## src/rtl/swerve_seq_pkg.sv

```systemverilog
// Shared types and constants for the swerve steering sequencer and its picker.
// Build option SWERVE_SEQ_RR_EN selects round-robin picking (fixed priority otherwise).
package swerve_seq_pkg;

  typedef enum logic [1:0] {
    IDLE,
    LOAD,
    RUN,
    REPORT
  } seq_state_e;

  localparam int ANGLE_W        = 12;
  localparam int LOAD_CYCLES    = 2;
  localparam int DEF_NUM_CH     = 4;
  localparam int DEF_MAX_ACTIVE = 2;
  localparam int DEF_TIMEOUT_W  = 24;
  localparam logic [23:0] DEF_TIMEOUT_CYCLES = 24'd5000000;

  // Index width that stays legal for a single-channel build.
  function automatic int idxWidth(input int n);
    return (n > 1) ? $clog2(n) : 1;
  endfunction

endpackage

```

## src/rtl/swerve_seq_picker.sv

```systemverilog
// Chooses one channel out of the eligible mask each cycle.
// With SWERVE_SEQ_RR_EN the search rotates from an internal pointer; otherwise lowest index wins.
module swerve_seq_picker
  import swerve_seq_pkg::*;
#(
  parameter int NUM_CH = DEF_NUM_CH,
  localparam int IDX_W = idxWidth(NUM_CH)
) (
  input  logic              clock,
  input  logic              reset_n,
  input  logic [NUM_CH-1:0] eligible_i,
  input  logic              advance_i,
  output logic [NUM_CH-1:0] grant_o,
  output logic [IDX_W-1:0]  index_o
);

`ifdef SWERVE_SEQ_RR_EN
  localparam int SUM_W = IDX_W + 1;

  logic [IDX_W-1:0] ptr_q;
  logic [SUM_W-1:0] sum;
  logic [IDX_W-1:0] cand;
  logic             found;

  // Scan every channel once, starting at the pointer and wrapping at NUM_CH.
  always_comb begin
    grant_o = '0;
    index_o = '0;
    found   = 1'b0;
    sum     = '0;
    cand    = '0;
    for (int k = 0; k < NUM_CH; k++) begin
      sum = {1'b0, ptr_q} + SUM_W'(k);
      if (sum >= SUM_W'(NUM_CH)) sum = sum - SUM_W'(NUM_CH);
      cand = sum[IDX_W-1:0];
      if (!found && eligible_i[cand]) begin
        found         = 1'b1;
        grant_o[cand] = 1'b1;
        index_o       = cand;
      end
    end
  end

  always_ff @(posedge clock or negedge reset_n) begin
    if (!reset_n) begin
      ptr_q <= '0;
    end else if (advance_i) begin
      ptr_q <= (index_o == IDX_W'(NUM_CH - 1)) ? '0 : index_o + 1'b1;
    end
  end
`else
  logic found;
  logic unusedInputs;

  assign unusedInputs = clock ^ reset_n ^ advance_i;

  always_comb begin
    grant_o = '0;
    index_o = '0;
    found   = 1'b0;
    for (int k = 0; k < NUM_CH; k++) begin
      if (!found && eligible_i[k]) begin
        found      = 1'b1;
        grant_o[k] = 1'b1;
        index_o    = IDX_W'(k);
      end
    end
  end
`endif

endmodule

```

## src/rtl/swerve_steer_sequencer.sv

```systemverilog
// Latches a multi-wheel steering command and dispatches per-channel angle_update pulses under a
// current budget, with per-channel done/timeout tracking. Option: SWERVE_SEQ_RR_EN (round-robin pick).
module swerve_steer_sequencer
  import swerve_seq_pkg::*;
#(
  parameter int NUM_CH     = DEF_NUM_CH,
  parameter int MAX_ACTIVE = DEF_MAX_ACTIVE,
  parameter int TIMEOUT_W  = DEF_TIMEOUT_W,
  parameter logic [TIMEOUT_W-1:0] TIMEOUT_CYCLES = TIMEOUT_W'(DEF_TIMEOUT_CYCLES)
) (
  input  logic                      clock,
  input  logic                      reset_n,
  input  logic                      cmd_valid_i,
  output logic                      cmd_ready_o,
  input  logic [ANGLE_W*NUM_CH-1:0] cmd_angles_i,
  input  logic [NUM_CH-1:0]         cmd_mask_i,
  input  logic                      abort_i,
  input  logic [NUM_CH-1:0]         at_target_i,
  input  logic [NUM_CH-1:0]         angle_done_i,
  output logic [ANGLE_W*NUM_CH-1:0] target_angle_o,
  output logic [NUM_CH-1:0]         angle_update_o,
  output logic                      busy_o,
  output logic [NUM_CH-1:0]         ch_fault_o,
  output logic                      seq_done_o
);

  localparam int IDX_W = idxWidth(NUM_CH);
  localparam int CNT_W = $clog2(NUM_CH + 1);

  seq_state_e                              state_q, state_d;
  logic [1:0]                              loadCnt_q, loadCnt_d;
  logic [NUM_CH-1:0]                       pending_q, pending_d;
  logic [NUM_CH-1:0]                       active_q, active_d;
  logic [NUM_CH-1:0][TIMEOUT_W-1:0]        timer_q, timer_d;
  logic [NUM_CH-1:0][ANGLE_W-1:0]          target_q, target_d;
  logic [NUM_CH-1:0]                       update_q, update_d;
  logic                                    busy_q, busy_d;
  logic [NUM_CH-1:0]                       fault_q, fault_d;

  logic [NUM_CH-1:0][ANGLE_W-1:0]          cmdAngles;
  logic [CNT_W-1:0]                        activeCount;
  logic [NUM_CH-1:0]                       eligible;
  logic [NUM_CH-1:0]                       grant;
  logic [IDX_W-1:0]                        pickIdx;

  assign cmdAngles = cmd_angles_i;

  always_comb begin
    activeCount = '0;
    for (int i = 0; i < NUM_CH; i++) activeCount = activeCount + CNT_W'(active_q[i]);
  end

  // The budget is judged on the slots held at the start of the cycle, so a freed slot is reused next cycle.
  assign eligible = (state_q == RUN && !abort_i && activeCount < CNT_W'(MAX_ACTIVE)) ? pending_q : '0;

  swerve_seq_picker #(.NUM_CH(NUM_CH)) uPicker (
    .clock      (clock),
    .reset_n    (reset_n),
    .eligible_i (eligible),
    .advance_i  (|grant),
    .grant_o    (grant),
    .index_o    (pickIdx)
  );

  always_comb begin
    state_d   = state_q;
    loadCnt_d = loadCnt_q;
    pending_d = pending_q;
    active_d  = active_q;
    timer_d   = timer_q;
    target_d  = target_q;
    update_d  = '0;
    busy_d    = busy_q;
    fault_d   = fault_q;
    unique case (state_q)
      IDLE: begin
        if (cmd_valid_i) begin
          for (int i = 0; i < NUM_CH; i++) begin
            if (cmd_mask_i[i]) target_d[i] = cmdAngles[i];
          end
          pending_d = cmd_mask_i;
          active_d  = '0;
          fault_d   = '0;
          busy_d    = 1'b1;
          loadCnt_d = '0;
          state_d   = (cmd_mask_i == '0) ? REPORT : LOAD;
        end
      end
      LOAD: begin
        if (abort_i) begin
          pending_d = '0;
          active_d  = '0;
          state_d   = REPORT;
        end else if (loadCnt_q == 2'(LOAD_CYCLES - 1)) begin
          state_d = RUN;
        end else begin
          loadCnt_d = loadCnt_q + 1'b1;
        end
      end
      RUN: begin
        if (abort_i) begin
          pending_d = '0;
          active_d  = '0;
          state_d   = REPORT;
        end else if (pending_q == '0 && active_q == '0) begin
          state_d = REPORT;
        end else begin
          for (int i = 0; i < NUM_CH; i++) begin
            if (active_q[i]) begin
              if (angle_done_i[i]) begin
                active_d[i] = 1'b0;
              end else if (timer_q[i] == '0) begin
                active_d[i] = 1'b0;
                fault_d[i]  = 1'b1;
              end else begin
                timer_d[i] = timer_q[i] - 1'b1;
              end
            end
          end
          // A channel already at target retires straight from pending without using a slot.
          if (grant != '0) begin
            pending_d = pending_q & ~grant;
            if ((grant & at_target_i) == '0) begin
              update_d         = grant;
              active_d         = active_d | grant;
              timer_d[pickIdx] = TIMEOUT_CYCLES;
            end
          end
        end
      end
      REPORT: begin
        busy_d  = 1'b0;
        state_d = IDLE;
      end
      default: state_d = IDLE;
    endcase
  end

  always_ff @(posedge clock or negedge reset_n) begin
    if (!reset_n) begin
      state_q   <= IDLE;
      loadCnt_q <= '0;
      pending_q <= '0;
      active_q  <= '0;
      timer_q   <= '0;
      target_q  <= '0;
      update_q  <= '0;
      busy_q    <= 1'b0;
      fault_q   <= '0;
    end else begin
      state_q   <= state_d;
      loadCnt_q <= loadCnt_d;
      pending_q <= pending_d;
      active_q  <= active_d;
      timer_q   <= timer_d;
      target_q  <= target_d;
      update_q  <= update_d;
      busy_q    <= busy_d;
      fault_q   <= fault_d;
    end
  end

  assign cmd_ready_o    = (state_q == IDLE);
  assign seq_done_o     = (state_q == REPORT);
  assign target_angle_o = target_q;
  assign angle_update_o = update_q;
  assign busy_o         = busy_q;
  assign ch_fault_o     = fault_q;

endmodule

```

## config.mk

```make
export PLATFORM = sky130hd
export DESIGN_NAME = swerve_steer_sequencer
export DESIGN_NICKNAME = d
export VERILOG_FILES = /design/src/rtl/swerve_seq_pkg.sv /design/src/rtl/swerve_seq_picker.sv /design/src/rtl/swerve_steer_sequencer.sv
export SDC_FILE = /design/constraint.sdc
export NUM_CORES = 1
export LEC_CHECK = 0
export ABC_CLOCK_PERIOD_IN_PS = 3500
export CAP_MARGIN = 15
export CORE_ASPECT_RATIO = 2
export CORE_UTILIZATION = 50
export DETAILED_ROUTE_END_ITERATION = 8
export PLACE_DENSITY = 0.81
export REMOVE_ABC_BUFFERS = 1
export SLEW_MARGIN = 20
export SYNTH_ARGS = -nofsm -noshare
export SYNTH_HDL_FRONTEND = slang
export SYNTH_SLANG_ARGS = --single-unit
```

## constraint.sdc

```tcl
create_clock -name clock -period 3.5 [get_ports clock]
set_clock_uncertainty 0.05 [all_clocks]
set_input_delay 0.7 -clock clock [delete_from_list [all_inputs] [get_ports clock]]
set_output_delay 0.7 -clock clock [all_outputs]
set_load 0.02 [all_outputs]
```

# Word level (Yosys, flattened, before mapping)
# Cells that the tools add are included.
# W data, S select, Z words.
[totals]
regBits = 165
output_inout_bits = 59
in_bits = 64
elab_cells = 210
[op_classes]
muxes = 107
n_reduce_logical = 39
bitwise_logic = 9
eq_ne = 26
n_addsub = 8
magnitude_cmp = 3
[op_table]
columns = ["op", "count"]
rows = [
  ["$mux W24", 25],
  ["$mux W96", 2],
  ["$logic_not A24 Y1", 4],
  ["$sub A24 B1 Y24 const B", 4],
  ["$mux W4", 18],
  ["$and A64 B64 Y64", 1],
  ["$not A64 Y64", 1],
  ["$demux W24 S2", 1],
  ["$mux W1", 44],
  ["$or A32 B32 Y32", 1],
  ["$ne A2 B2 Y1 const B", 14],
  ["$reduce_and A7 Y1", 4],
  ["$pmux W4 S3", 2],
  ["$mux W2", 11],
  ["$reduce_and A3 Y1", 6],
  ["$logic_not A4 Y1", 4],
  ["$and A4 B4 Y4", 2],
  ["$ne A2 B1 Y1 const B", 4],
  ["$pmux W2 S4", 1],
  ["$pmux W4 S2", 1],
  ["$reduce_and A4 Y1", 2],
  ["$logic_and A1 B1 Y1", 7],
  ["$ne A3 B2 Y1 const B", 2],
  ["$ne A3 B3 Y1 const B", 2],
  ["other kinds (21)", 29],
]

# Logic depth before layout (Yosys ltp)
[logic_depth]
word_depth = 24
ltp_mapped = 9

# Modules after synthesis
# A second synthesis with hierarchy kept.
[unflattened]
hier_cells = 824
hier_area_um2 = 8468.1
[modules_own_cells]
columns = ["module", "area_per_inst_um2", "seq_area_each_um2", "cells_per_inst", "instances"]
rows = [
  ["swerve_steer_sequencer", 8404.3, 4129.0, 815, 1],
  ["swerve_seq_picker", 63.8, 0.0, 9, 1],
]

# Worst setup path before layout
# No wires, ideal clock.
[synth_path]
path_kind = "input to register"
from = "in angle_done_i[1]"
to = "reg timer_q[45] (netlist bit)"
stages = 5
n_path_buf = 0
arrival_ns = 2.339
slack_ns = 1.033
cell_sequence = "or4b_1 > nor3_1 > o2111ai_1 > or4_1 > a21oi_1"
[synth_via]
elab_chain_len = 8
[synth_lines]
columns = ["element", "line_no", "text"]
rows = [
  ["start: declaration", "swerve_steer_sequencer.sv:19", "input logic [NUM_CH-1:0] angle_done_i,"],
  ["$mux W24 (*)", "swerve_steer_sequencer.sv:110", "if (angle_done_i[i]) begin"],
  ["$mux W24 (*)", "swerve_steer_sequencer.sv:109", "if (active_q[i]) begin"],
  ["$mux W24 (*)", "swerve_steer_sequencer.sv:105", "end else if (pending_q == '0 && active_q == '0) begin"],
  ["$mux W24 (*)", "swerve_steer_sequencer.sv:101", "if (abort_i) begin"],
  ["$mux W24 (*)", "swerve_steer_sequencer.sv:75", "unique case (state_q)"],
  ["$and A64 B64 Y64 (no source line)", "-", ""],
  ["$mux W96", "swerve_steer_sequencer.sv:123", "if ((grant & at_target_i) == '0) begin"],
  ["$mux W96 (*)", "swerve_steer_sequencer.sv:121", "if (grant != '0) begin"],
  ["end signal: assignment", "swerve_steer_sequencer.sv:155", "timer_q <= timer_d;"],
  ["end: declaration", "swerve_steer_sequencer.sv:34", "logic [NUM_CH-1:0][TIMEOUT_W-1:0] timer_q, timer_d;"],
]
# Every way passes the cells marked *; elsewhere a longest branch is shown, timed or not. The select of a mux whose other input is x is not followed.
# A chain may end at the register's enable or synchronous reset.

# Final worst setup path
[layout_path]
from = "reg active_q[1]"
to = "reg state_q[0]"
[layout_via]
elab_chain_len = 4
[layout_lines]
columns = ["element", "line_no", "text"]
rows = [
  ["start: declaration", "swerve_steer_sequencer.sv:33", "logic [NUM_CH-1:0] active_q, active_d;"],
  ["start signal: assignment", "swerve_steer_sequencer.sv:154", "active_q <= active_d;"],
  ["$logic_not A4 Y1", "swerve_steer_sequencer.sv:105", ""],
  ["$logic_and A1 B1 Y1", "swerve_steer_sequencer.sv:105", ""],
  ["$ne A3 B2 Y1 (no source line)", "-", ""],
  ["$reduce_and A3 Y1 (no source line)", "-", ""],
  ["end signal: assignment", "swerve_steer_sequencer.sv:151", "state_q <= state_d;"],
  ["end: declaration", "swerve_steer_sequencer.sv:30", "seq_state_e state_q, state_d;"],
]
# No other way between the ends.

==> reports/results.txt <==
Final Cycle Share - 0.831
First-pass GRT wire length - 33.2 mm
Initial Util - 0.516
DIE WIDTH - 92.5 µm
Fraction of layout cells with a size suffix above 1 - 0.130
Max H-tree Level - 4
Largest net degree at the start of global routing - 68
Die Y-Extent - 183 µm
Setup Buffers After CTS - 0
WP data required - 3.77 ns
Via count - 6775
Post_cts resized - 0
Row count - 65
IO Pins - 123
Comb power frac - 0.401
Synth Register Bits - 165
Mapped cell area - 8190 µm²
Number of iterations in the first detailed-routing pass - 5
Root Buffer - clkbuf_16
Fin crit period - 2.91 ns
Fin. Hold Viols - 0
Fin nets - 994
Worst R2R End - state_q[0]$_DFFE_PN0P_
Setup CP Type - flip-flop to flip-flop
Met3 wire len - 1.00 mm
Clock power share - 0.233
Vias per cell - 5.98
CP Data Arrival Time - 3.18 ns
Antenna viol nets, final - 0
RSZ-0062 raised after global routing - no
R2R Setup Slk - 0.59 ns
P&R area growth vs syn - 26.2%
Max Cap Viol - 0
Vias in the first global route - 7083
Final global-route overflow total - 0
Worst setup EP type - flip-flop
Synth cell count leaders - dfrtp_1, nor2_1, mux2_2
Worst Hold Class - input port to async pin
Net load switching power - 3.17 mW
I/O Buffers - 122
Slew HR - 0.478
Max FO, Critical Path - 11
Max IR drop VDD - 0.000512 V
M1 wire length - 7.22 mm
Setup crit start kind - flip-flop
GPL Wtd Cong - 0.892
Iteration-0 DRC Markers - 331
Fraction of registers with async set/reset - 1.00
Worst-Margin Slew - 0.775 ns
Die Area - 16900 µm²
Clock Latency Late Sink - 0.43 ns
Global Route Usage Sum - 0.251
Hold buffers post-CTS - 0
Post-Synthesis Cells - 782
CTS tree - done
Biggest area consumer among synthesized cells - dfrtp_1
HPWL after DPL - 14.4 mm
Final setup violating endpoints - 0
Drt wl/cell - 17.4 µm
Total core area - 15900 µm²
Synth area leaders - dfrtp_1, mux2_2, nor2_1, or4_1, a21oi_1
Fmax - 0.344 GHz
R2r startpoint - active_q[1]$_DFFE_PN0P_
Max clock buf depth - 2
CTS Buf Count - 17
Seq pwr share - 0.366
Synth Area per Inst - 10.5 µm²
Pins Over Slew Limit - 0
Lkg Pwr - 4.41 nW
Synth warnings - 0
WL final - 19.7 mm
Top-count cell post-synth - dfrtp_1
Met2 Routed Length - 10.7 mm
Max Used Layer - met4
Count of cell types in the netlist - 69
Final TNS setup - 0 ns
Remaining DRCs - 0
Dpl cells - 1100
Clock transition at path regs - 0.06 ns
Num Clock Sinks - 165
Area share of the largest cell type after synthesis - 0.504
Int Power - 5.36 mW
Switch share - 0.372
Power Dens Cells - 826 nW/µm²
Worst r2r path cells - 8
Seq/Total Area, Yosys - 0.504
EDFF count, synth - 0
Antenna violations before repair - 1
Post-Layout Cell Count - 1133
Outcome - finished, final reports clean
Dominant synthesized flop cell - dfrtp_1
final cells by class:
class	instances	area (µm²)
diodes	1	2.50
clock buffers	21	450
clock inverters	11	175
fillers	1250	5530
inverters	22	82.6
multi-input cells	573	3880
flip-flops and latches	165	4130
well taps	201	251
repair buffers	139	1360
metal layers:
layer	up-vias	track usage
li1	3203	-
met2	204	0.457
met5	-	0
met4	0	0.134
met3	53	0.0564
met1	3315	0.262
state kept, by name, indices dropped and copies added (netlist names):
register        count
loadCnt_q           2
busy_o              1
ch_fault_o          4
target_angle_o     48
angle_update_o      4
timer_q            96
pending_q           4
active_q            4
state_q             2
cell families (layout without fill, tap and decap cells):
| kind of cell | count (synthesis) | count (layout) | synth area share |
|---|---|---|---|
| and+or+nand+nor | 313 | 313 | 0.217 |
| DFF | 165 | 165 | 0.504 |
| AOI/OAI and AO/OA | 163 | 163 | 0.131 |
| muxes | 53 | 53 | 0.0721 |
| buffers and inverters | 44 | 193 | 0.0219 |
| xor gates and xnor gates | 32 | 32 | 0.0342 |
| adders and majority gates | 12 | 12 | 0.0193 |
| other | 0 | 1 | 0 |
through the flow:
step / area [µm²] / hold WS (ns) / setup slack [ns] / power (mW) / util
6_report: 10300 / 0.201 / 0.592 / 8.53 / 0.652
4_1_cts: 10300 / 0.225 / 0.621 / 8.59 / 0.651
5_1_grt: 10300 / 0.243 / 0.317 / 9.07 / 0.652
2_1_floorplan: 8090 / 0.354 / 0.818 / 5.19 / -
3_3_place_gp: 9700 / 0.436 / 0.354 / 6.43 / 0.612
3_5_place_dp: 9700 / 0.442 / 0.251 / 6.54 / 0.612
worst max path at each step:
stage	end	cells past startpoint	slack, ns	from
finish	state_q[0]$_DFFE_PN0P_	8	0.59	active_q[1]$_DFFE_PN0P_
global route	state_q[0]$_DFFE_PN0P_	8	0.32	active_q[1]$_DFFE_PN0P_
CTS	state_q[0]$_DFFE_PN0P_	8	0.62	active_q[0]$_DFFE_PN0P_
detailed placement	timer_q[47]$_DFFE_PN0P_	6	0.25	abort_i
global placement	timer_q[45]$_DFFE_PN0P_	6	0.35	angle_done_i[1]
floorplan	timer_q[95]$_DFFE_PN0P_	8	0.82	state_q[0]$_DFFE_PN0P_
power by group through the flow:
stage	Sequential, mW	Clock [mW]	Combinational [mW]
2_1_floorplan	3.38	0	1.81
3_3_place_gp	3.10	0	3.33
3_5_place_dp	3.14	0	3.40
4_1_cts	3.12	2.03	3.44
5_1_grt	3.22	2.11	3.74
6_report	3.13	1.99	3.42
cells in the final DEF, fill, tap and decap left out, types with 9 or more instances in the layout:
cell type and n:
inv_1 19, clkbuf_16 17, o21ai_0 37, dfrtp_1 165, o31ai_1 22, nand2b_1 9
or2_2 9, buf_4 16, nor2b_1 11, clkdlybuf4s50_1 121, xnor2_1 12, nor2_1 59
mux2_2 48, nand2_1 43, nor4_1 16, nand3_1 23, nor3_1 22, nand4_1 20
or4_1 27, a21oi_1 39, xor2_1 20, o211ai_1 11, ha_1 11, or3_1 31
worst max-delay path, cell delays in order, from the launching register on:
cell     delay (ns)
dfrtp_1        0.42
inv_1          0.15
ha_1           0.16
nor3b_1        0.64
a21oi_2        0.30
buf_4          0.26
nor3_1         0.44
a31oi_1        0.17
o22a_1         0.20
Note: power is estimated with default switching activity, not from simulation.
